--- config.mk ---
export PLATFORM = sky130hd
export DESIGN_NAME = decode_stage
export DESIGN_NICKNAME = d
export VERILOG_FILES = /design/src/rtl/decode_stage.sv
export SDC_FILE = /design/constraint.sdc
export NUM_CORES = 1
export LEC_CHECK = 0
export CORE_UTILIZATION = 43
export CTS_CLUSTER_SIZE = 20
export DETAILED_ROUTE_END_ITERATION = 10
export PLACE_DENSITY = 0.82
export SYNTH_ARGS = -nofsm -noshare
export SYNTH_HDL_FRONTEND = slang
export SYNTH_SLANG_ARGS = --single-unit
--- constraint.sdc ---
create_clock -name clk -period 1.6 [get_ports clk]
set_input_delay 0.16 -clock clk [delete_from_list [all_inputs] [get_ports clk]]
set_output_delay 0.16 -clock clk [all_outputs]
set_load 0.05 [all_outputs]
--- src/rtl/decode_stage.sv ---
// decode_stage
//
// Registered instruction-decode pipeline stage that sits between fetch and
// register-read/execute. Every accepted instruction is sliced into its
// cond/opcode/Rn/Rm/Rd/imm fields on capture. A sign-extended immediate and
// an illegal-opcode flag are computed at the same time, and the results are
// held in an output register. A second (skid) register catches the one
// instruction that can arrive while the downstream stalls. Because of it,
// in_ready comes straight from a flop and the stage still sustains one
// instruction per clock.
//
// Optional feature macro: DECODE_COND_EVAL_EN
//   When defined, this adds the flags input (NZCV) and the out_cond_pass
//   output. out_cond_pass evaluates the ARM condition code of the output
//   entry against the flags.
//
// Ports:
//   clk, rst_n          clock (rising edge), asynchronous active-low reset
//   flush               discard every buffered instruction and any input
//                       arriving in the same cycle
//   in_valid/in_ready   upstream handshake; in_ready is registered
//   in_instr, in_pc     instruction word and its address
//   out_valid/out_ready downstream handshake
//   out_cond .. out_rd  decoded register/opcode fields
//   out_imm             raw immediate field
//   out_shift_type/amt  shift sub-fields of the immediate
//   out_imm_sext        immediate sign-extended to DATA_W
//   out_illegal         opcode is outside the implemented range
//   out_pc              address of the output entry
//   flags               (DECODE_COND_EVAL_EN only) current NZCV flags
//   out_cond_pass       (DECODE_COND_EVAL_EN only) condition satisfied
module decode_stage #(
    parameter int INSTR_W = 32,
    parameter int OPC_W   = 5,
    parameter int REG_W   = 4,
    parameter int IMM_W   = 11,
    parameter int DATA_W  = 32,
    parameter int PC_W    = 32,
    parameter int NUM_OPC = 24
) (
    input  logic               clk,
    input  logic               rst_n,
    input  logic               flush,
    input  logic               in_valid,
    output logic               in_ready,
    input  logic [INSTR_W-1:0] in_instr,
    input  logic [PC_W-1:0]    in_pc,
`ifdef DECODE_COND_EVAL_EN
    input  logic [3:0]         flags,
    output logic               out_cond_pass,
`endif
    output logic               out_valid,
    input  logic               out_ready,
    output logic [3:0]         out_cond,
    output logic [OPC_W-1:0]   out_opcode,
    output logic [REG_W-1:0]   out_rn,
    output logic [REG_W-1:0]   out_rm,
    output logic [REG_W-1:0]   out_rd,
    output logic [IMM_W-1:0]   out_imm,
    output logic [1:0]         out_shift_type,
    output logic [4:0]         out_shift_amt,
    output logic [DATA_W-1:0]  out_imm_sext,
    output logic               out_illegal,
    output logic [PC_W-1:0]    out_pc
);

    // One extra bit lets NUM_OPC equal 2**OPC_W (no illegal opcodes).
    localparam logic [OPC_W:0] NUM_OPC_L = (OPC_W + 1)'(NUM_OPC);

    typedef enum logic [1:0] {
        EMPTY = 2'd0,
        ONE   = 2'd1,
        TWO   = 2'd2
    } state_t;

    typedef struct packed {
        logic [3:0]        cond;
        logic [OPC_W-1:0]  opcode;
        logic [REG_W-1:0]  rn;
        logic [REG_W-1:0]  rm;
        logic [REG_W-1:0]  rd;
        logic [IMM_W-1:0]  imm;
        logic [DATA_W-1:0] imm_sext;
        logic              illegal;
        logic [PC_W-1:0]   pc;
    } entry_t;

    // Fields are packed from the MSB down:
    // cond, opcode, Rn, Rm, Rd, then imm in the low bits.
    function automatic entry_t decode(input logic [INSTR_W-1:0] instr,
                                      input logic [PC_W-1:0]    pc);
        entry_t e;
        e.cond     = instr[INSTR_W-1 -: 4];
        e.opcode   = instr[INSTR_W-5 -: OPC_W];
        e.rn       = instr[INSTR_W-5-OPC_W -: REG_W];
        e.rm       = instr[INSTR_W-5-OPC_W-REG_W -: REG_W];
        e.rd       = instr[INSTR_W-5-OPC_W-2*REG_W -: REG_W];
        e.imm      = instr[IMM_W-1:0];
        e.imm_sext = {{(DATA_W-IMM_W){instr[IMM_W-1]}}, instr[IMM_W-1:0]};
        e.illegal  = ({1'b0, e.opcode} >= NUM_OPC_L);
        e.pc       = pc;
        return e;
    endfunction

    state_t state;
    state_t state_next;
    logic   in_ready_q;
    entry_t main_q;
    entry_t skid_q;
    entry_t in_entry;
    logic   in_hs;
    logic   out_hs;
    logic   load_main_in;
    logic   load_skid_in;
    logic   load_main_skid;

    assign in_entry  = decode(in_instr, in_pc);
    assign in_ready  = in_ready_q;
    assign out_valid = (state != EMPTY);
    assign in_hs     = in_valid & in_ready_q;
    assign out_hs    = out_valid & out_ready;

    // State register. in_ready is precomputed from the next state, so it
    // leaves the stage as a plain flop output. It equals "skid not occupied".
    always_ff @(posedge clk or negedge rst_n) begin
        if (!rst_n) begin
            state      <= EMPTY;
            in_ready_q <= 1'b1;
        end else begin
            state      <= state_next;
            in_ready_q <= (state_next != TWO);
        end
    end

    // Next-state and register-load selection. A word goes to the skid only
    // when the main register is full and is not being drained this cycle.
    // Flush overrides everything. An output handshake in the same cycle has
    // already been seen downstream, so dropping the entry is correct.
    always_comb begin
        state_next     = state;
        load_main_in   = 1'b0;
        load_skid_in   = 1'b0;
        load_main_skid = 1'b0;
        case (state)
            EMPTY: begin
                if (in_hs) begin
                    state_next   = ONE;
                    load_main_in = 1'b1;
                end
            end
            ONE: begin
                if (in_hs && out_hs) begin
                    load_main_in = 1'b1;
                end else if (in_hs) begin
                    state_next   = TWO;
                    load_skid_in = 1'b1;
                end else if (out_hs) begin
                    state_next = EMPTY;
                end
            end
            TWO: begin
                if (out_hs) begin
                    state_next     = ONE;
                    load_main_skid = 1'b1;
                end
            end
            default: state_next = EMPTY;
        endcase
        if (flush) begin
            state_next     = EMPTY;
            load_main_in   = 1'b0;
            load_skid_in   = 1'b0;
            load_main_skid = 1'b0;
        end
    end

    // Main and skid data registers. Contents are only loaded, never cleared
    // on drain, so the outputs stay stable while the downstream stalls.
    always_ff @(posedge clk or negedge rst_n) begin
        if (!rst_n) begin
            main_q <= '0;
            skid_q <= '0;
        end else begin
            if (load_main_in) begin
                main_q <= in_entry;
            end else if (load_main_skid) begin
                main_q <= skid_q;
            end
            if (load_skid_in) begin
                skid_q <= in_entry;
            end
        end
    end

    assign out_cond       = main_q.cond;
    assign out_opcode     = main_q.opcode;
    assign out_rn         = main_q.rn;
    assign out_rm         = main_q.rm;
    assign out_rd         = main_q.rd;
    assign out_imm        = main_q.imm;
    assign out_shift_type = main_q.imm[IMM_W-1 -: 2];
    assign out_shift_amt  = main_q.imm[IMM_W-3 -: 5];
    assign out_imm_sext   = main_q.imm_sext;
    assign out_illegal    = main_q.illegal;
    assign out_pc         = main_q.pc;

`ifdef DECODE_COND_EVAL_EN
    logic flag_n;
    logic flag_z;
    logic flag_c;
    logic flag_v;

    assign {flag_n, flag_z, flag_c, flag_v} = flags;

    // ARM condition-code evaluation against the live flags.
    // This is deliberately combinational, so a flag update made in the same
    // cycle is seen.
    always_comb begin
        out_cond_pass = 1'b0;
        case (out_cond)
            4'h0: out_cond_pass = flag_z;
            4'h1: out_cond_pass = ~flag_z;
            4'h2: out_cond_pass = flag_c;
            4'h3: out_cond_pass = ~flag_c;
            4'h4: out_cond_pass = flag_n;
            4'h5: out_cond_pass = ~flag_n;
            4'h6: out_cond_pass = flag_v;
            4'h7: out_cond_pass = ~flag_v;
            4'h8: out_cond_pass = flag_c & ~flag_z;
            4'h9: out_cond_pass = ~flag_c | flag_z;
            4'hA: out_cond_pass = (flag_n == flag_v);
            4'hB: out_cond_pass = (flag_n != flag_v);
            4'hC: out_cond_pass = ~flag_z & (flag_n == flag_v);
            4'hD: out_cond_pass = flag_z | (flag_n != flag_v);
            4'hE: out_cond_pass = 1'b1;
            default: out_cond_pass = 1'b0;
        endcase
    end
`endif

endmodule

==> results.md, run 1 <==
- Combinational power share: 33.8%
- Diode count: 0
- Top cells by count, synth: dfrtp_1 (132), nand2_1 (128), a22oi_1 (61)
- H-Tree Depth: 4
- Die area: 13900 um2
- First-pass GRT wire length: 22.08 mm
- Total number of vias: 4197
- Overall routing resource usage: 20.32%
- Distinct cells, synth: 31
- Relative slew slack: 72.93%
- Die Width: 117.9 um
- Cell Area, Synth: 5777 um2
- Via-to-Cell Ratio: 5.100
- Worst EP required: 1950 ps
- Total global routing overflow: 0
- Unrepaired setup endpoints after global routing: yes
- Root Driver: clkbuf_16
- Cell Int Power: 8.501 mW
- Max Root-Sink Buffers: 2
- Final Max Tran Viols: 0
- Wire per inst: 17.75 um
- Failing checks: negative setup slack
- Buffers on Ports: 174
- Area leader, netlist: dfrtp_1
- Pre-Repair DR Iteration Count: 4
- Largest net degree at the start of global routing: 46
- Number of antenna violations at the first check in global routing: 0
- Mean Syn Cell Area: 12.11 um2
- Post-synth EDFFs: 0
- Startpoint Class: flip-flop
- Worst hold path type: input port to asynchronous set/reset pin
- Worst-Skew Late Latency: 410 ps
- Max frequency: 0.6073 GHz
- Synth top area cells: dfrtp_1 (57%), nand2_1 (8.3%), a22oi_1 (7.9%)
- Vias in the first global route: 4352
- Period minus WS final: 1647 ps
- Critical Path Fanout Max: 11
- Post-synthesis sequential area ratio: 57.63%
- CTS sink cnt: 133
- Dominant synthesized flop cell: dfrtp_1
- Area fraction of the dominant cell type after synthesis: 57.18%
- Pwr per Cell Area: 1545 nW/um2
- Slew @ Worst Pin: 406.1 ps
- Layout cell share with drive strength beyond 1: 38.56%
- Final Hold Viols: 0
- Layout Skew: 9.824 ps
- CTS Buf Count: 17
- Die Y: 117.9 um
- Worst Setup End Kind: flip-flop
- Maximum capacitance violations: 0
- Cells after Synth: 477
- WP data arrival: 1990 ps
- Sw Ratio: 34.94%
- Cell with the most instances after synthesis: dfrtp_1
- Final ANT Viol Nets: 0
- Core footprint: 12880 um2
- P_leak: 4.090 nW
- CTS tree: done
- Crit Path Category: flip-flop to flip-flop
- Hpwl dp: 9.279 mm
- Fin nets: 707
- Pre-CTS WS: -195.3 ps
- Final WL: 14.61 mm
- Sequential share of power: 35.9%
- Final Setup Violations: 55
- Share of flip-flops with an asynchronous set or reset: 100.0%
- Post-Syn Nets: 546
- VDD IR max: 901.0 uV
- Register bit total from synthesis: 133
- 1st-iter DRT viols: 287
- Final worst-path cycle share: 102.9%
- DR DRC count: 0
- I/O Pins: 175
- Starting Density: 44.86%
- Final WS setup: -46.67 ps
- Synth-to-Final Area Change: 46.42%
- Total power: 13.07 mW
- Row count: 41
- Status: finished, violations left
- Syn. warnings: 0
- Clock network power share: 30.3%
- Sw Pwr: 4.566 mW
- GPL Wtd Cong: 0.8083
- Worst-path clk slew: 60 ps
-- power by group through the flow --
| stage | clock network, mW | logic [mW] | registers [mW] |
|---|---|---|---|
| finish | 3.96 | 4.41 | 4.69 |
| global route | 4.15 | 4.61 | 4.77 |
| CTS | 4.03 | 4.37 | 4.68 |
| detailed placement | 0 | 4.36 | 4.71 |
| global placement | 0 | 4.26 | 4.65 |
| floorplan | 0 | 1.88 | 5.67 |
-- kinds of logic (layout without fill, tap and decap cells) --
logic type      count (synthesis)  count (layout)  share of synthesized area [%]
simple gates                  139             139                          10.20
compound gates                 70              70                          9.227
buf+inv                        67             241                          8.100
xor+xnor                        1               1                         0.1516
flops                         133             133                          57.63
mux                            67              67                          14.68
-- layer usage --
metal | wire [um] | GRT usage (%) | vias up
li1 | - | - | 1923
met4 | 136 | 7.212 | 0
met3 | 736 | 5.329 | 10
met1 | 5873 | 23.71 | 2128
met5 | 0 | 0 | -
met2 | 7864 | 35.81 | 136
-- flip-flops by register name (all words and copies together) (netlist names) --
register / cells
out_imm: 10
out_illegal: 1
skid_q: 65
out_rm: 4
out_cond: 4
in_ready: 1
out_imm_sext: 1
out_rn: 4
out_pc: 32
state: 2
out_rd: 4
out_opcode: 5
-- critical path: stages, from the launching register on --
cell and delay (ps):
dfstp_4 640, nand2_4 60, nor4_4 320, buf_4 220, clkbuf_16 180, a22oi_1 90, nand2_1 60
-- stage by stage --
| step | std cells | TNS, ps | util [%] | instance area (um2) | hold WS (ps) |
|---|---|---|---|---|---|
| 6_report | 823 | -1287 | 65.69 | 8458 | 245.7 |
| 5_1_grt | 823 | -4922 | 65.69 | 8458 | 275.2 |
| 4_1_cts | 813 | 0 | 64.10 | 8254 | 242.2 |
| 3_5_place_dp | 780 | -16750 | 59.27 | 7631 | 112.6 |
| 3_3_place_gp | 780 | -10050 | 59.27 | 7631 | 102.2 |
| 2_1_floorplan | 477 | 0 | - | 5787 | -135.6 |
-- final timing paths --
path	end	startpoint	cells after the start	slack, ps
setup / recovery	out_cond[2]	in_ready	6	-50
hold / removal	out_pc[23]	rst_n	2	250
setup reg to reg	out_cond[2]	in_ready	6	-50
hold reg to reg	out_pc[26]	out_pc[26]	2	480
max in group asynchronous	out_imm[8]	rst_n	3	780
min in group clk	out_pc[9]	in_pc[9]	3	340
-- repair_timing --
item | 4_1_cts | 5_1_grt
gates resized for setup | 1 | 14
endpoints found under the setup margin | 21 | 64
hold endpoints to repair | 37 | 0
pin swaps | 0 | 3
cloned | 0 | 6
hold buffers | 1 | 0
setup buffers | 0 | 4
-- cell type report --
cell class / instances / area [um2]
clock buffers: 19 / 452.9
clock inverters: 13 / 156.4
fillers: 962 / 4418
inverters: 1 / 3.754
multi-input cells: 277 / 2026
flip-flops and latches: 133 / 3333
well taps: 172 / 215.2
repair buffers: 208 / 2271
-- cells in the final DEF, fill, tap and decap left out, types with 2 or more instances in the layout --
cell / count
dfrtp_1: 132
nand2_1: 127
buf_4: 96
clkdlybuf4s50_1: 67
a22oi_1: 56
mux2_2: 37
buf_12: 36
mux2_4: 26
clkbuf_16: 21
a22oi_2: 5
clkinvlp_4: 5
clkinv_2: 4
mux2i_1: 3
o21ai_1: 3
bufinv_16: 3
buf_6: 3
o21a_1: 2
clkbuf_8: 2
(Power assumes the default switching activity.)
==> run 2, diff against run 1 <==
--- a/config.mk
+++ b/config.mk
@@ -8,6 +8,7 @@
 export CORE_UTILIZATION = 43
 export CTS_CLUSTER_SIZE = 20
 export DETAILED_ROUTE_END_ITERATION = 10
+export HOLD_SLACK_MARGIN = 0.12
 export PLACE_DENSITY = 0.82
 export SYNTH_ARGS = -nofsm -noshare
 export SYNTH_HDL_FRONTEND = slang
==> results of run 2 <==
Final layout, timing and power as in run 1 (identical DEF).
